## src/rtl/input_data_pipeline.sv

```systemverilog
// Elastic register pipeline with collapsing bubbles; a word reaches OutValid Stages-1 edges after acceptance.
// Backpressure: a stall ripples back only through full stages, so InReady drops only when every stage is full and OutReady=0.
module input_data_pipeline #(
    parameter int DataInputWidth = 8,
    parameter int Stages         = 5
) (
    input  logic                             clk,
    input  logic                             aclr,
    input  logic                             flush,
    input  logic [DataInputWidth-1:0]        DataIn,
    input  logic                             InValid,
    output logic                             InReady,
    output logic [DataInputWidth-1:0]        DataOut,
    output logic                             OutValid,
    input  logic                             OutReady,
    output logic [$clog2(Stages+1)-1:0]      Count
);

    localparam int CountWidth = $clog2(Stages+1);

    logic [DataInputWidth-1:0] stageData [Stages];
    logic [Stages-1:0]         stageValid;
    logic [Stages-1:0]         advance;
    logic                      advChain;
    logic                      inXfer;
    logic                      outXfer;

    // A stage may move if it is empty or everything downstream of it moves.
    always_comb begin
        advance  = '0;
        advChain = OutReady;
        for (int i = Stages - 1; i >= 0; i--) begin
            advChain   = !stageValid[i] || advChain;
            advance[i] = advChain;
        end
    end

    assign InReady  = advance[0] && !aclr && !flush;
    assign inXfer   = InValid && InReady;
    assign outXfer  = OutValid && OutReady && !aclr && !flush;
    assign DataOut  = stageData[Stages-1];
    assign OutValid = stageValid[Stages-1];

    always_ff @(posedge clk) begin
        if (aclr) begin
            stageValid <= '0;
            Count      <= '0;
            for (int i = 0; i < Stages; i++) begin
                stageData[i] <= '0;
            end
        end else if (flush) begin
            stageValid <= '0;
            Count      <= '0;
        end else begin
            if (advance[0]) begin
                stageValid[0] <= inXfer;
                if (inXfer) begin
                    stageData[0] <= DataIn;
                end
            end
            // Data only moves with a valid word; empty stages keep stale contents.
            for (int i = 1; i < Stages; i++) begin
                if (advance[i]) begin
                    stageValid[i] <= stageValid[i-1];
                    if (stageValid[i-1]) begin
                        stageData[i] <= stageData[i-1];
                    end
                end
            end
            if (inXfer && !outXfer) begin
                Count <= Count + CountWidth'(1);
            end else if (outXfer && !inXfer) begin
                Count <= Count - CountWidth'(1);
            end
        end
    end

endmodule

```

## config.mk

```make
export PLATFORM = sky130hd
export DESIGN_NAME = input_data_pipeline
export DESIGN_NICKNAME = d
export VERILOG_FILES = /design/src/rtl/input_data_pipeline.sv
export SDC_FILE = /design/constraint.sdc
export NUM_CORES = 1
export LEC_CHECK = 0
export CAP_MARGIN = 20
export CELL_PAD_IN_SITES_DETAIL_PLACEMENT = 0
export CELL_PAD_IN_SITES_GLOBAL_PLACEMENT = 1
export CORE_MARGIN = 4
export CORE_UTILIZATION = 35
export CTS_CLUSTER_DIAMETER = 200
export DETAILED_ROUTE_END_ITERATION = 6
export GPL_ROUTABILITY_DRIVEN = 0
export PLACE_DENSITY_LB_ADDON = 0.1
export SYNTH_ARGS = -nofsm -noshare
export SYNTH_HDL_FRONTEND = slang
export SYNTH_SLANG_ARGS = --single-unit
```

## constraint.sdc

```tcl
create_clock -name clk -period 4 [get_ports clk]
set_input_delay 0.4 -clock clk [delete_from_list [all_inputs] [get_ports clk]]
set_output_delay 0.4 -clock clk [all_outputs]
set_load 0.05 [all_outputs]
```

; ---- After elaboration in Yosys (flattened, before gate mapping)
; Memories as Yosys holds them, arrays and structs flattened.
; Cells that the tools add are included.
[word_totals]
input_bits = 13
register_bits = 8
elab_cells = 72
out_inout_bits = 13
ram_bits = 40
memories = 1
[mem_list]
columns = name, depth, width, rd, rd_clocked_by_memory_dff, write_ports, line_no
row1 = stageData, 5, 8, 5, 0, 5, 21  ; logic [DataInputWidth-1:0] stageData [Stages];
[classes]
muxes = 34
n_reduce_logical = 24
n_addsub = 2
bitwise_logic = 5
[op_table]
columns = cell, n
row1 = 8-bit two-way mux, 5
row2 = 1-bit two-way mux, 27
row3 = 1-bit logical NOT, 9
row4 = 1-bit logical AND, 8
row5 = 3-bit two-way mux, 2
row6 = 1-bit logical OR, 5
row7 = 1-bit OR, 5
row8 = 3-bit by 1-bit adder with 3-bit output (second input constant), 1
row9 = 3-bit by 1-bit subtractor with 3-bit output (second input constant), 1
row10 = 2-bit nonzero test, 1
row11 = 2-bit OR reduction, 1

; ---- Longest topological paths before layout
[logic_depth]
word_depth = 15
depth_mapped = 9
depth_no_buf = 9

; ---- Worst setup path after synthesis
; Ideal clock, no wire load.
[synth_timing]
path_kind = flip-flop to flip-flop
startpoint = register stageValid[4]
endpoint = register Count[2]
n_path_buf = 0
stages_incl_launch_ff = 10
t_arrival_ns = 2.222
setup_ns = 0.070
period_less_slack_ns = 2.293
path_slack_ns = 1.707
required_ns = 3.930
path_cell_list = dfxtp_1 -> nand3b_2 -> or2_1 -> and3_1 -> ha_1 -> inv_1 -> fa_1 -> xor2_1 -> or3_1 -> a21oi_1
[synth_via]
elab_chain_cells = 12
word_cells_on_any_way = 18
classes_between = mux (1) / reduce/logical (17)
[synth_lines]
columns = element, line_no
row1 = "start, declared", 22  ; logic [Stages-1:0] stageValid;
row2 = "start signal, assigned by index", 64  ; stageValid[i] <= stageValid[i-1];
row3 = 1-bit logical NOT (*), 33  ; advChain = !stageValid[i] || advChain;
row4 = 1-bit logical OR (*) (5 in a row), 33
row5 = 1-bit logical AND (*) (2 in a row), 38  ; assign InReady = advance[0] && !aclr && !flush;
row6 = 1-bit logical AND (*), 39  ; assign inXfer = InValid && InReady;
row7 = net inXfer, 25  ; logic inXfer;
row8 = 1-bit logical NOT, 72  ; end else if (outXfer && !inXfer) begin
row9 = 1-bit logical AND, 72
row10 = 2-bit nonzero test (no line), --
row11 = "end signal, assigned", 71  ; Count <= Count + CountWidth'(1);
row12 = "end signal, assigned", 73  ; Count <= Count - CountWidth'(1);
row13 = "end, declared", 16  ; output logic [$clog2(Stages+1)-1:0] Count
; The timed path passes the listed nets; every way through them passes the cells marked *.
; A chain may end at the register's enable or synchronous reset.

; ---- Worst setup path after layout
[layout_timing]
startpoint = input aclr
endpoint = output InReady
[layout_via]
elab_chain_cells = 3
[layout_lines]
columns = element, line_no
row1 = "start, declared", 8  ; input logic aclr,
row2 = 1-bit logical NOT, 38
row3 = 1-bit logical AND (2 in a row), 38
row4 = "end, declared", 12  ; output logic InReady,
; No other way between the ends.

==> flow_summary.toml <==
[power]
p_switching_mw = 0.2262
pwr-share-seq_pct = 56.6
leakagePower_nw = 0.9530
total_power_mw = 1.010
vdd_ir_drop_max_mv = 0.1381
power_density_nw_per_um2 = 396.6
clkPwrFrac_pct = 34.8
switching_share_pct = 22.38
intPower_mw = 0.7842
power.share.combinational_pct = 8.6

[timing]
drv_slew = 0
worst_pin_slew_ns = 0.5062
setup_violations = 0
holdWs_ns = 0.5178
timing.setup.tns_ns = 0
period_needed_ns = 2.701
hold_viol_final = 0
clock_skew_ns = 0.007776
max_freq_mhz = 370.2
slew_headroom_pct = 66.15
worst_slack_ns = 1.299
fin_crit_sh_pct = 67.53
rsz0062_at_grt = "false"

[global_route]
grtUsageTotal_pct = 10.70
grt_pass1_wl_um = 6327
antenna_found_initial = 0
grt_overflow = 0
grt_pass1_vias = 1342
grt_max_degree = 41

[placed_design]
place_area_um2 = 2436
pre_cts_ws_ns = 1.251
io_buffers = 25
dp_cells = 274
hpwlAfterDp_um = 2314

[synthesis]
synthesis.area_um2 = 2231
ys_types = 32
synthesis.nets = 208
ys_seq_area_share_pct = 61.02
synth.ff_latch_count = 48
syn_avg_cell_area_um2 = 11.56
yosysWarningCount = 0
syn_inst = 193

[clock_tree]
clock_sinks = 48
ctsLongestPathBuffers = 2
clock_latency_ns = 0.30
cts_tree = "done"
postCtsHoldBufs = 0
cts.reportedPaths.clkPinSlew_ns = 0.09
ctsResizeCount = 0
cts_buffers = 5
cts_setup_buffers = 0
htreeDepth = 2
cts_root_buffer = "clkbuf_8"

[floorplanning]
die_y_um = 87.84
core_um2 = 6061
fp.dieArea_um2 = 7715
start_util_pct = 36.81
die_width_um = 87.84
io_pins = 26
placementRows = 28

[critical_path]
cp.arrival_ns = 2.30
regToRegSetupSlack_ns = 1.88
critPathRequiredTime_ns = 3.60
cp-startpoint = "aclr"
path_class = "in2out"
worstSetupEndpointType = "output port"
worst_setup_path_start_kind = "input pin"
r2r-start = "stageValid[3]"
cp_max_fo = 8

[worst_hold_path]
hp-start = "Count[2]"
hp-class = "reg2reg"

[detailed_routing]
routedWlPerCell_um = 13.24
vias_per_cell = 4.915
drt-total-wl_um = 3734
via_count = 1386
antenna_left = 0
first_iter_violations = 74
drtPass1Iterations = 4
drc = 0

[final_layout]
final_cells = 282
nets = 221
n_antenna_cell = 0
finalInstanceArea_um2 = 2547
drive_gt1_share_pct = 8.696
fin_util_pct = 42.03
syn_to_final_growth_pct = 14.19

[run]
cap_violations = 0

[status]
outcome = "completed"
==> power by group through the flow <==
stage / clock, mW / combinational, mW / sequential [mW]
finish: 0.352 / 0.0871 / 0.572
global route: 0.388 / 0.0959 / 0.574
CTS: 0.362 / 0.0884 / 0.572
detailed placement: 0 / 0.0879 / 0.584
global placement: 0 / 0.0863 / 0.583
floorplan: 0 / 0.0602 / 0.584
==> layout make-up <==
cell class / count / area, µm²
Multi-Input combinational cell: 80 / 550.5
Fill cell: 578 / 3513
Tap cell: 75 / 93.84
Clock buffer: 5 / 68.82
Inverter: 44 / 165.2
Sequential cell: 48 / 1361
Clock inverter: 3 / 42.54
Timing Repair Buffer: 27 / 265.3
==> worst max-delay path, stage by stage <==
cell and delay, ns:
clkdlybuf4s50_1 0.55, or2_1 0.41, nor2_1 0.14, clkdlybuf4s50_1 0.81
==> sequential cells by signal, indices dropped and copies added (netlist names) <==
name,flops
Count,3
stageValid,5
stageData,40
==> cells in the mapped netlist <==
cell       n  share of area (%)
o21ai_2    1               0.39
nand2_1    1               0.17
edfxtp_1  40                 54
or2_1      2               0.56
a31oi_1   40                 11
fa_1       1               0.90
dfxtp_1    8                7.2
buf_4     10                3.4
o21ai_0    1               0.22
and4b_1    1               0.45
inv_1     44                7.4
clkbuf_1   1               0.17
nand3b_2   1               0.50
buf_2      6                1.3
buf_6      4                2.0
ha_1       1               0.56
or3_1      1               0.28
o21a_1     1               0.34
mux2i_1    1               0.45
nor2_1     7                1.2
a31o_1     2               0.79
xor2_1     2               0.79
and3_1     1               0.28
nor2b_1    2               0.56
nand3_1    2               0.45
nand3_4    1               0.79
a21oi_1    4               0.90
nand4b_1   1               0.39
nand2b_1   1               0.28
o211ai_2   1               0.56
a31o_2     3                1.2
nor2_4     1               0.50
==> layout by cell type (no fill, tap or decap) <==
| cell | count |
|---|---|
| buf_4 | 2 |
| o21a_1 | 1 |
| clkinvlp_4 | 1 |
| clkbuf_8 | 5 |
| o21ai_0 | 1 |
| or2_1 | 2 |
| nand4b_1 | 1 |
| xor2_1 | 2 |
| bufinv_16 | 1 |
| nor2_1 | 7 |
| nand3b_2 | 1 |
| a21oi_1 | 4 |
| nor2b_1 | 2 |
| edfxtp_1 | 40 |
| mux2i_1 | 1 |
| inv_1 | 44 |
| dfxtp_1 | 8 |
| clkdlybuf4s50_1 | 25 |
| ha_1 | 1 |
| a31oi_1 | 40 |
| o21ai_2 | 1 |
| fa_1 | 1 |
| nand2b_1 | 1 |
| and4b_1 | 1 |
| nor2_4 | 1 |
| o211ai_2 | 1 |
| a31o_1 | 2 |
| nand3_4 | 1 |
| clkinv_2 | 1 |
| a31o_2 | 3 |
| or3_1 | 1 |
| and3_1 | 1 |
| nand3_1 | 2 |
| nand2_1 | 1 |
==> cell families (layout without fill, tap and decap cells) <==
kind of cell             count (synthesis)  after routing  synth area share (%)
buffers and inverters                   65             79                 14.30
AO/OA/AOI/OAI                           53             53                 15.59
flip-flops                              48             48                 61.02
AND/OR/NAND/NOR                         22             22                 6.394
adder cells (fa/ha/maj)                  2              2                 1.458
XOR/XNOR                                 2              2                0.7853
multiplexers                             1              1                0.4487
==> path summary, 6_finish.rpt <==
| check | to | cells past startpoint |
|---|---|---|
| hold reg to reg | Count[2] | 2 |
| setup / recovery | InReady | 4 |
| hold / removal | Count[2] | 2 |
| setup reg to reg | Count[2] | 9 |
==> routing by layer <==
metal  vias up  wire length [µm]  global-route usage [%]
met5         -                 0                       0
met1       659              1776                   13.37
met2        24              1733                   17.26
li1        695                 -                       -
met4         0                55                   3.766
met3         8               169                   3.669
Power figures use the tool's default switching activity.
